**config.mk**
```make
export PLATFORM = sky130hd
export DESIGN_NAME = sigma_np_acc
export DESIGN_NICKNAME = d
export VERILOG_FILES = /design/src/rtl/sigma_np_acc.sv
export SDC_FILE = /design/constraint.sdc
export NUM_CORES = 1
export LEC_CHECK = 0
export CORE_MARGIN = 1
export CORE_UTILIZATION = 45
export CTS_CLUSTER_SIZE = 10
export DETAILED_ROUTE_END_ITERATION = 16
export HOLD_SLACK_MARGIN = 0.15
export PLACE_DENSITY = 0.61
export RECOVER_POWER = 100
export REMOVE_ABC_BUFFERS = 1
export SLEW_MARGIN = 30
export SYNTH_ARGS = -nofsm -noshare
export SYNTH_HDL_FRONTEND = slang
export SYNTH_SLANG_ARGS = --single-unit
```
**constraint.sdc**
```tcl
create_clock -name clk -period 12.46 [get_ports clk]
set_input_delay 2.492 -clock clk [delete_from_list [all_inputs] [get_ports clk]]
set_output_delay 2.492 -clock clk [all_outputs]
set_load 0.03 [all_outputs]
```
**src/rtl/sigma_np_acc.sv**
```systemverilog
// N-point sample accumulator (N = 2**LOG2N): block or sliding-window sum of strobed samples,
// with sign-magnitude / two's-complement input and optional mean output.
module sigma_np_acc #(
  parameter int DW    = 8,
  parameter int LOG2N = 4,
  parameter int OW    = DW + LOG2N
) (
  input  logic          clk,
  input  logic          res,
  input  logic          mode,
  input  logic          fmt_sm,
  input  logic          avg_en,
  input  logic [DW-1:0] data_in,
  input  logic          syn_in,
  output logic [OW-1:0] data_out,
  output logic          syn_out
);

  localparam int N = 1 << LOG2N;
  localparam logic [LOG2N-1:0] CNT_LAST  = LOG2N'(N - 1);
  localparam logic [LOG2N:0]   FILL_FULL = (LOG2N + 1)'(N);

  logic             syn_d_q,    syn_d_d;
  logic             mode_q,     mode_d;
  logic [OW-1:0]    acc_q,      acc_d;
  logic [LOG2N-1:0] cnt_q,      cnt_d;
  logic [LOG2N:0]   fill_q,     fill_d;
  logic [LOG2N-1:0] wp_q,       wp_d;
  logic [OW-1:0]    data_out_q, data_out_d;
  logic             syn_out_q,  syn_out_d;

  // Converted samples always fit in DW bits, so the window stores them unextended.
  logic [DW-1:0]    win_q [N];
  logic             win_we;

  logic             pulse;
  logic [DW-1:0]    mag;
  logic [DW-1:0]    x_dw;
  logic [OW-1:0]    x_ext;
  logic [OW-1:0]    old_ext;
  logic [OW-1:0]    blk_sum;
  logic [OW-1:0]    sld_sum;

  function automatic logic [OW-1:0] scale(input logic [OW-1:0] s, input logic avg);
    if (avg) return OW'($signed(s) >>> LOG2N);
    return s;
  endfunction

  always_comb begin
    pulse   = syn_in & ~syn_d_q;
    mag     = {1'b0, data_in[DW-2:0]};
    x_dw    = data_in;
    if (fmt_sm) x_dw = data_in[DW-1] ? (~mag + 1'b1) : mag;
    x_ext   = {{LOG2N{x_dw[DW-1]}}, x_dw};
    old_ext = '0;
    if (fill_q == FILL_FULL) old_ext = {{LOG2N{win_q[wp_q][DW-1]}}, win_q[wp_q]};
    blk_sum = acc_q + x_ext;
    sld_sum = acc_q + x_ext - old_ext;
  end

  always_comb begin
    syn_d_d    = syn_in;
    mode_d     = mode;
    acc_d      = acc_q;
    cnt_d      = cnt_q;
    fill_d     = fill_q;
    wp_d       = wp_q;
    data_out_d = data_out_q;
    syn_out_d  = 1'b0;
    win_we     = 1'b0;
    if (mode != mode_q) begin
      // Mode switch flushes the window and swallows any strobe in this cycle.
      acc_d  = '0;
      cnt_d  = '0;
      fill_d = '0;
      wp_d   = '0;
    end else if (pulse && !mode) begin
      if (cnt_q == CNT_LAST) begin
        data_out_d = scale(blk_sum, avg_en);
        syn_out_d  = 1'b1;
        acc_d      = '0;
        cnt_d      = '0;
      end else begin
        acc_d = blk_sum;
        cnt_d = cnt_q + 1'b1;
      end
    end else if (pulse && mode) begin
      win_we = 1'b1;
      wp_d   = wp_q + 1'b1;
      acc_d  = sld_sum;
      if (fill_q != FILL_FULL) fill_d = fill_q + 1'b1;
      if (fill_d == FILL_FULL) begin
        data_out_d = scale(sld_sum, avg_en);
        syn_out_d  = 1'b1;
      end
    end
  end

  always_ff @(posedge clk) begin
    if (res) begin
      syn_d_q    <= 1'b1;
      mode_q     <= mode;
      acc_q      <= '0;
      cnt_q      <= '0;
      fill_q     <= '0;
      wp_q       <= '0;
      data_out_q <= '0;
      syn_out_q  <= 1'b0;
    end else begin
      syn_d_q    <= syn_d_d;
      mode_q     <= mode_d;
      acc_q      <= acc_d;
      cnt_q      <= cnt_d;
      fill_q     <= fill_d;
      wp_q       <= wp_d;
      data_out_q <= data_out_d;
      syn_out_q  <= syn_out_d;
    end
  end

  // Window storage needs no reset: entries are only read once fill reaches N.
  always_ff @(posedge clk) begin
    if (!res && win_we) win_q[wp_q] <= x_dw;
  end

  assign data_out = data_out_q;
  assign syn_out  = syn_out_q;

endmodule

```
[Yosys cells after proc, flatten, opt, wreduce, memory -nomap -nowiden]
Memories as Yosys holds them, arrays and structs flattened. A register that Yosys moved wholly into a read port is not among the register bits.
Index checks and enable logic that the tools add are counted.
Word-level totals
  output and inout bits: 13
  logic and storage cells: 74
  bits in writable memories: 128
  bits of input ports: 14
  register bits after elaboration: 40
  memories: 1
Operators by class
  multiplexer cells: 38
  equal/unequal tests: 6
  add/subtract/negate cells: 6
  reduce and logical (&&, ||, !) cells: 10
  bitwise operators: 5
Memory list
  win_q: depth 16, width 8, rd ports 1, clocked after Yosys merged registers in 1, write ports 1, line 33  | logic [DW-1:0] win_q [N];
Operator list (number)
  $mux W12: 12
  $mux W5: 4
  $mux W1: 17
  $mux W8: 2
  $add A12 B12 Y12: 1
  $mux W4: 3
  $sub A12 B12 Y12: 1
  $eq A5 B5 Y1 const B: 2
  $add A4 B1 Y4 const B: 2
  $add A8 B1 Y8 const B: 1
  $not A7 Y8: 1
  $add A5 B1 Y5 const B: 1
  $ne A5 B5 Y1 const B: 1
  $eq A4 B4 Y1 const B: 1
  $reduce_and A4 Y1: 1
  $reduce_bool A2 Y1: 2
  $logic_and A1 B1 Y1: 3
  $not A1 Y1: 3
  $logic_not A1 Y1: 2
  $ne A2 B1 Y1 const B: 1
  $reduce_and A2 Y1: 1
  $reduce_or A2 Y1: 1
  $and A1 B1 Y1: 1
  $ne A1 B1 Y1: 1

[Longest topological paths before layout]
  depth after elaboration: 15
  mapped depth: 20
  depth with buffers taken out: 20

[Worst setup path before layout]
Ideal clock, no wire load.
  kind: input to register
  from: input data_in[0]
  to: register data_out_q[10], in the netlist data_out[10]
  cell stages on the path: 20
  required time: 12.336 ns
  buffers on the path: 0
  arrival time: 6.223 ns
  setup slack: 6.112 ns
  library setup time: 0.124 ns
  cell sequence: inv_1 -> ha_1 -> nor3b_1 -> nor2_1 -> xor2_1 -> ha_1 -> o21ai_1 -> a21oi_1 -> o21a_1 -> nor2_1 -> xnor2_1 -> ha_1 -> or3_1 -> o21ai_0 -> a21oi_1 -> a31oi_1 -> xor2_2 -> mux2i_1 -> a221oi_1 -> a21oi_1
Between the ends
  word-level cells in the longest chain between the ends: 11
  elaborated cells on any way between the ends: 14
  those cells by class: add/sub (3); mux (10); bitwise (1)
RTL lines
  start, declared: line 13  | input logic [DW-1:0] data_in,
  $not A7 Y8 (*): line 53  | if (fmt_sm) x_dw = data_in[DW-1] ? (~mag + 1'b1) : mag;
  $add A8 B1 Y8 (*): line 53
  $mux W8 (*) (2 in series): line 53
  via x_dw[4]: line 38  | logic [DW-1:0] x_dw;
  $add A12 B12 Y12 (*): line 57, 58
  $sub A12 B12 Y12: line 58  | sld_sum = acc_q + x_ext - old_ext;
  $mux W12: line 45  | if (avg) return OW'($signed(s) >>> LOG2N);
  $mux W12: line 46  | return s;
  $mux W12: line 92  | if (fill_d == FILL_FULL) begin
  $mux W12: line 87  | end else if (pulse && mode) begin
  $mux W12 (*): line 77  | end else if (pulse && !mode) begin
  end signal, assigned: line 116  | data_out_q <= data_out_d;
  end, declared: line 29  | logic [OW-1:0] data_out_q, data_out_d;
The timed path passes the listed nets; every way through them passes the cells marked *. The select of a mux whose other input is x is not followed.
A chain may end at the register's enable or synchronous reset.

[Worst setup path in the final report]
  from: input data_in[0]
  to: register data_out_q[9], in the netlist data_out[9]
The elaborated chain is that of the path after synthesis.

==> metrics.md <==
| Metric | Value |
|---|---|
| Status | finished with violations |
| Failing checks | DRC, capacitance limit, slew limit |
| PnR Total Power | 1.255 mW |
| Post-DP HPWL | 12520 um |
| Met3 GRT Util | 3.706% |
| Crit path capture type | flip-flop |
| R2r setup slk | 8220 ps |
| Clock Pin Slew Worst Setup and Hold Paths | 70 ps |
| Net Switching | 0.3210 mW |
| CTS buffer count | 17 |
| Top fanout value on the critical path | 19 |
| Row count | 49 |
| Post-layout util | 51.91% |
| Final setup violation count | 0 |
| PostCTS Resize Cnt | 0 |
| Synthesized area | 8369 sq um |
| Vias | 5322 |
| Hold Buf Count CTS | 0 |
| Post-synth EDFFs | 128 |
| Setup CP Type | primary input to flip-flop |
| GRT Overall Usage | 20.33% |
| Post-route cell area | 9388 sq um |
| DRT Pass-1 Iters | 11 |
| Pre-CTS setup slack | 4481 ps |
| Antenna violations before repair | 0 |
| Worst hold path type | flip-flop to flip-flop |
| Slew Limit Fails | 18 |
| Port Buffers | 26 |
| Peak VDD IR | 124.1 uV |
| #FFs+latches synth | 172 |
| Share of layout cells above drive strength 1 | 12.45% |
| CORE AREA | 18090 sq um |
| Largest net degree at the start of global routing | 35 |
| WP data required | 12760 ps |
| Antenna diodes | 0 |
| Comb power frac | 10.2% |
| DRT Wirelength | 18520 um |
| Data arrival time at the worst-slack endpoint | 8050 ps |
| Reg2reg path depth | 13 |
| Share of power burned in registers | 49.6% |
| Post-synth ARST share | 0% |
| Clock Skews | 14.83 ps |
| Worst Path Buf+Inv | 1 |
| Routed len/inst | 20.31 um |
| DR vias/cell | 5.836 |
| CTS H-tree lvls | 4 |
| Hold Startpoint | data_out[5]$_SDFFE_PP0P_ |
| Least-Margin Pin Slew | 1661 ps |
| Hold Path Stages | 2 |
| # fillers | 1543 |
| Nets | 717 |
| Max-cap violations | 2 |
| Die area | 19150 sq um |
| Startpoint Class | primary input |
| Net Sw Frac | 25.57% |
| Final Hold Fails | 0 |
| Final min period | 7749 ps |
| GPL Wtd Cong | 0.8090 |
| P&R area growth vs syn | 12.17% |
| YS warnings | 0 |
| Die Width | 138.4 um |
| CTS tree | done |
| Seq/Total Area, Yosys | 56.45% |
| Clock share of power | 40.2% |
| Post-placement cell area | 8897 sq um |
| CP top delay family | compound AO/OA/AOI/OAI gates |
| Internal | 0.9341 mW |
| Die Ht | 138.4 um |
| CTS sink cnt | 172 |
| 1st-iter DRT viols | 485 |
| Mapped Cells | 644 |
| I/O pin total | 27 |
| Power Dens Cells | 133.7 nW/um^2 |
| Antenna violation net count after detailed routing | 0 |
| Vias in the first global route | 5349 |
| Grt total ovfl | 0 |
| Sum Neg Setup Slack | 0 ps |
| Placed cells | 880 |
| Hold EP | data_out[5]$_SDFFE_PP0P_ |
| Starting Density | 46.27% |
| Fmax | 0.1291 GHz |
| RSZ-0062 raised after global routing | no |
| Root buffer cell | clkbuf_16 |
| Avg Cell Area, Syn | 13.00 sq um |
| Leak | 3.168 nW |
| Postcts setup bufs | 0 |
| Worst hold slack | 453.5 ps |
| GRT Max-Usage Layer | met2 |
| R2r endpoint | data_out[9]$_SDFFE_PP0P_ |
| CP Cell Sequence | dlygate4sd3_1 -> nor3_1 -> nor2_1 -> xor2_1 -> ha_1 -> o21ai_0 -> a21oi_1 -> o21a_1 -> nor2_1 -> xnor2_1 -> ha_1 -> and3_1 -> o2bb2ai_1 -> a31o_2 -> o21a_1 -> or3_1 -> a31oi_1 -> o32a_1 -> o21ai_0 |
| Routing usage on met2 | 33.93% |
| Area occupied by multi-input gates | 3403 sq um |
| Layout Cells excl Fill | 912 |
| CP max-delay cell | xor2_1 |
| Slew margin rel. | -11.62% |
| Ys flop type | edfxtp_1 |
| Clock tree buffer depth | 2 |
| Worst setup margin | 4711 ps |
| Final period utilization | 62.19% |
| Global-route wire length before repair | 29590 um |
| Clock Latency Late Sink | 430 ps |
| Synth cell types | 64 |
| Max stage delay on crit path | 850 ps |
| Met1 Usage GRT | 27.39% |
| Area occupied by registers | 4726 sq um |
| DRC Markers | 6 |
==> power groups by stage <==
stage               registers, mW  logic (mW)  clock network [mW]
floorplan                   0.636      0.0895                   0
global placement            0.635       0.126                   0
detailed placement          0.635       0.130                   0
CTS                         0.622       0.131               0.513
global route                0.623       0.142               0.535
finish                      0.623       0.128               0.504
==> cell usage after synthesis, drive strengths merged, types with 6 or more instances <==
cell,number,area (sq um)
o21ai,16,91.34
dfxtp,44,880.8
mux4,38,855.8
a221oi,6,52.55
clkbuf,20,75.07
xnor2,17,156.4
ha,31,387.9
buf,11,62.55
nand4,6,37.54
inv,25,93.84
mux2i,14,140.1
nor3,24,120.1
nor2,66,247.7
a211oi,12,95.09
nand2,36,135.1
edfxtp,128,3844
a21oi,36,183.9
a21o,9,67.56
xor2,16,147.7
nand2b,8,50.05
or3,7,43.79
==> kinds of logic (layout without fill, tap and decap cells) <==
| family | count (synthesis) | in the layout | share of synthesized area [%] |
|---|---|---|---|
| xor+xnor | 33 | 33 | 3.633 |
| simple gates | 178 | 178 | 10.14 |
| mux | 54 | 54 | 12.17 |
| compound gates | 118 | 118 | 9.733 |
| fa+ha+maj | 33 | 33 | 5.113 |
| flops | 172 | 172 | 56.45 |
| buf+inv | 56 | 95 | 2.766 |
==> worst min-delay path, stage by stage (launching register included) <==
cell	delay (ps)
dfxtp_1	310
nand2_1	50
a21oi_1	50
==> cells in the final DEF (no fill, tap or decap), drive strengths merged, types with 14 or more instances in the layout <==
| cell | n |
|---|---|
| a21oi | 36 |
| clkbuf | 27 |
| dfxtp | 44 |
| dlygate4sd3 | 16 |
| edfxtp | 128 |
| ha | 31 |
| inv | 33 |
| mux2i | 14 |
| mux4 | 38 |
| nand2 | 36 |
| nor2 | 66 |
| nor3 | 24 |
| o21ai | 16 |
| xnor2 | 17 |
| xor2 | 16 |
==> area by class of cell <==
| class | count | share of cell area [%] |
|---|---|---|
| Clock inverter | 13 | 1.333 |
| Sequential cell | 172 | 50.34 |
| Inverter | 25 | 0.9996 |
| Tap cell | 229 | 3.052 |
| Multi-Input combinational cell | 416 | 36.25 |
| Timing Repair Buffer | 38 | 3.412 |
| Clock buffer | 19 | 4.611 |
==> registers in the layout, summed over array words and instances, names as in the netlist, named ones only <==
register and flops:
wp_q 4, syn_d_q 1, mode_q 1, syn_out 1
acc_q 12, fill_q 5, cnt_q 4, data_out 12
win_q 128
==> worst max-delay path by stage <==
stage | start | to | slack (ps) | cells after the start
finish | data_in[0] | data_out[9]$_SDFFE_PP0P_ | 4710 | 19
floorplan | data_in[0] | data_out[6]$_SDFFE_PP0P_ | 6090 | 20
global placement | data_in[0] | data_out[9]$_SDFFE_PP0P_ | 4770 | 19
CTS | data_in[0] | data_out[9]$_SDFFE_PP0P_ | 4900 | 19
global route | data_in[0] | acc_q[11]$_SDFFE_PP0N_ | 4220 | 19
detailed placement | data_in[0] | data_out[9]$_SDFFE_PP0P_ | 4480 | 19
==> routing by layer <==
layer | part of all wire (%) | up-vias
met2 | 49 | 153
met4 | 1.3 | 0
met3 | 3.8 | 16
met5 | 0 | -
li1 | - | 2495
met1 | 45 | 2658
No activity file was read; power rests on OpenSTA's default activity.
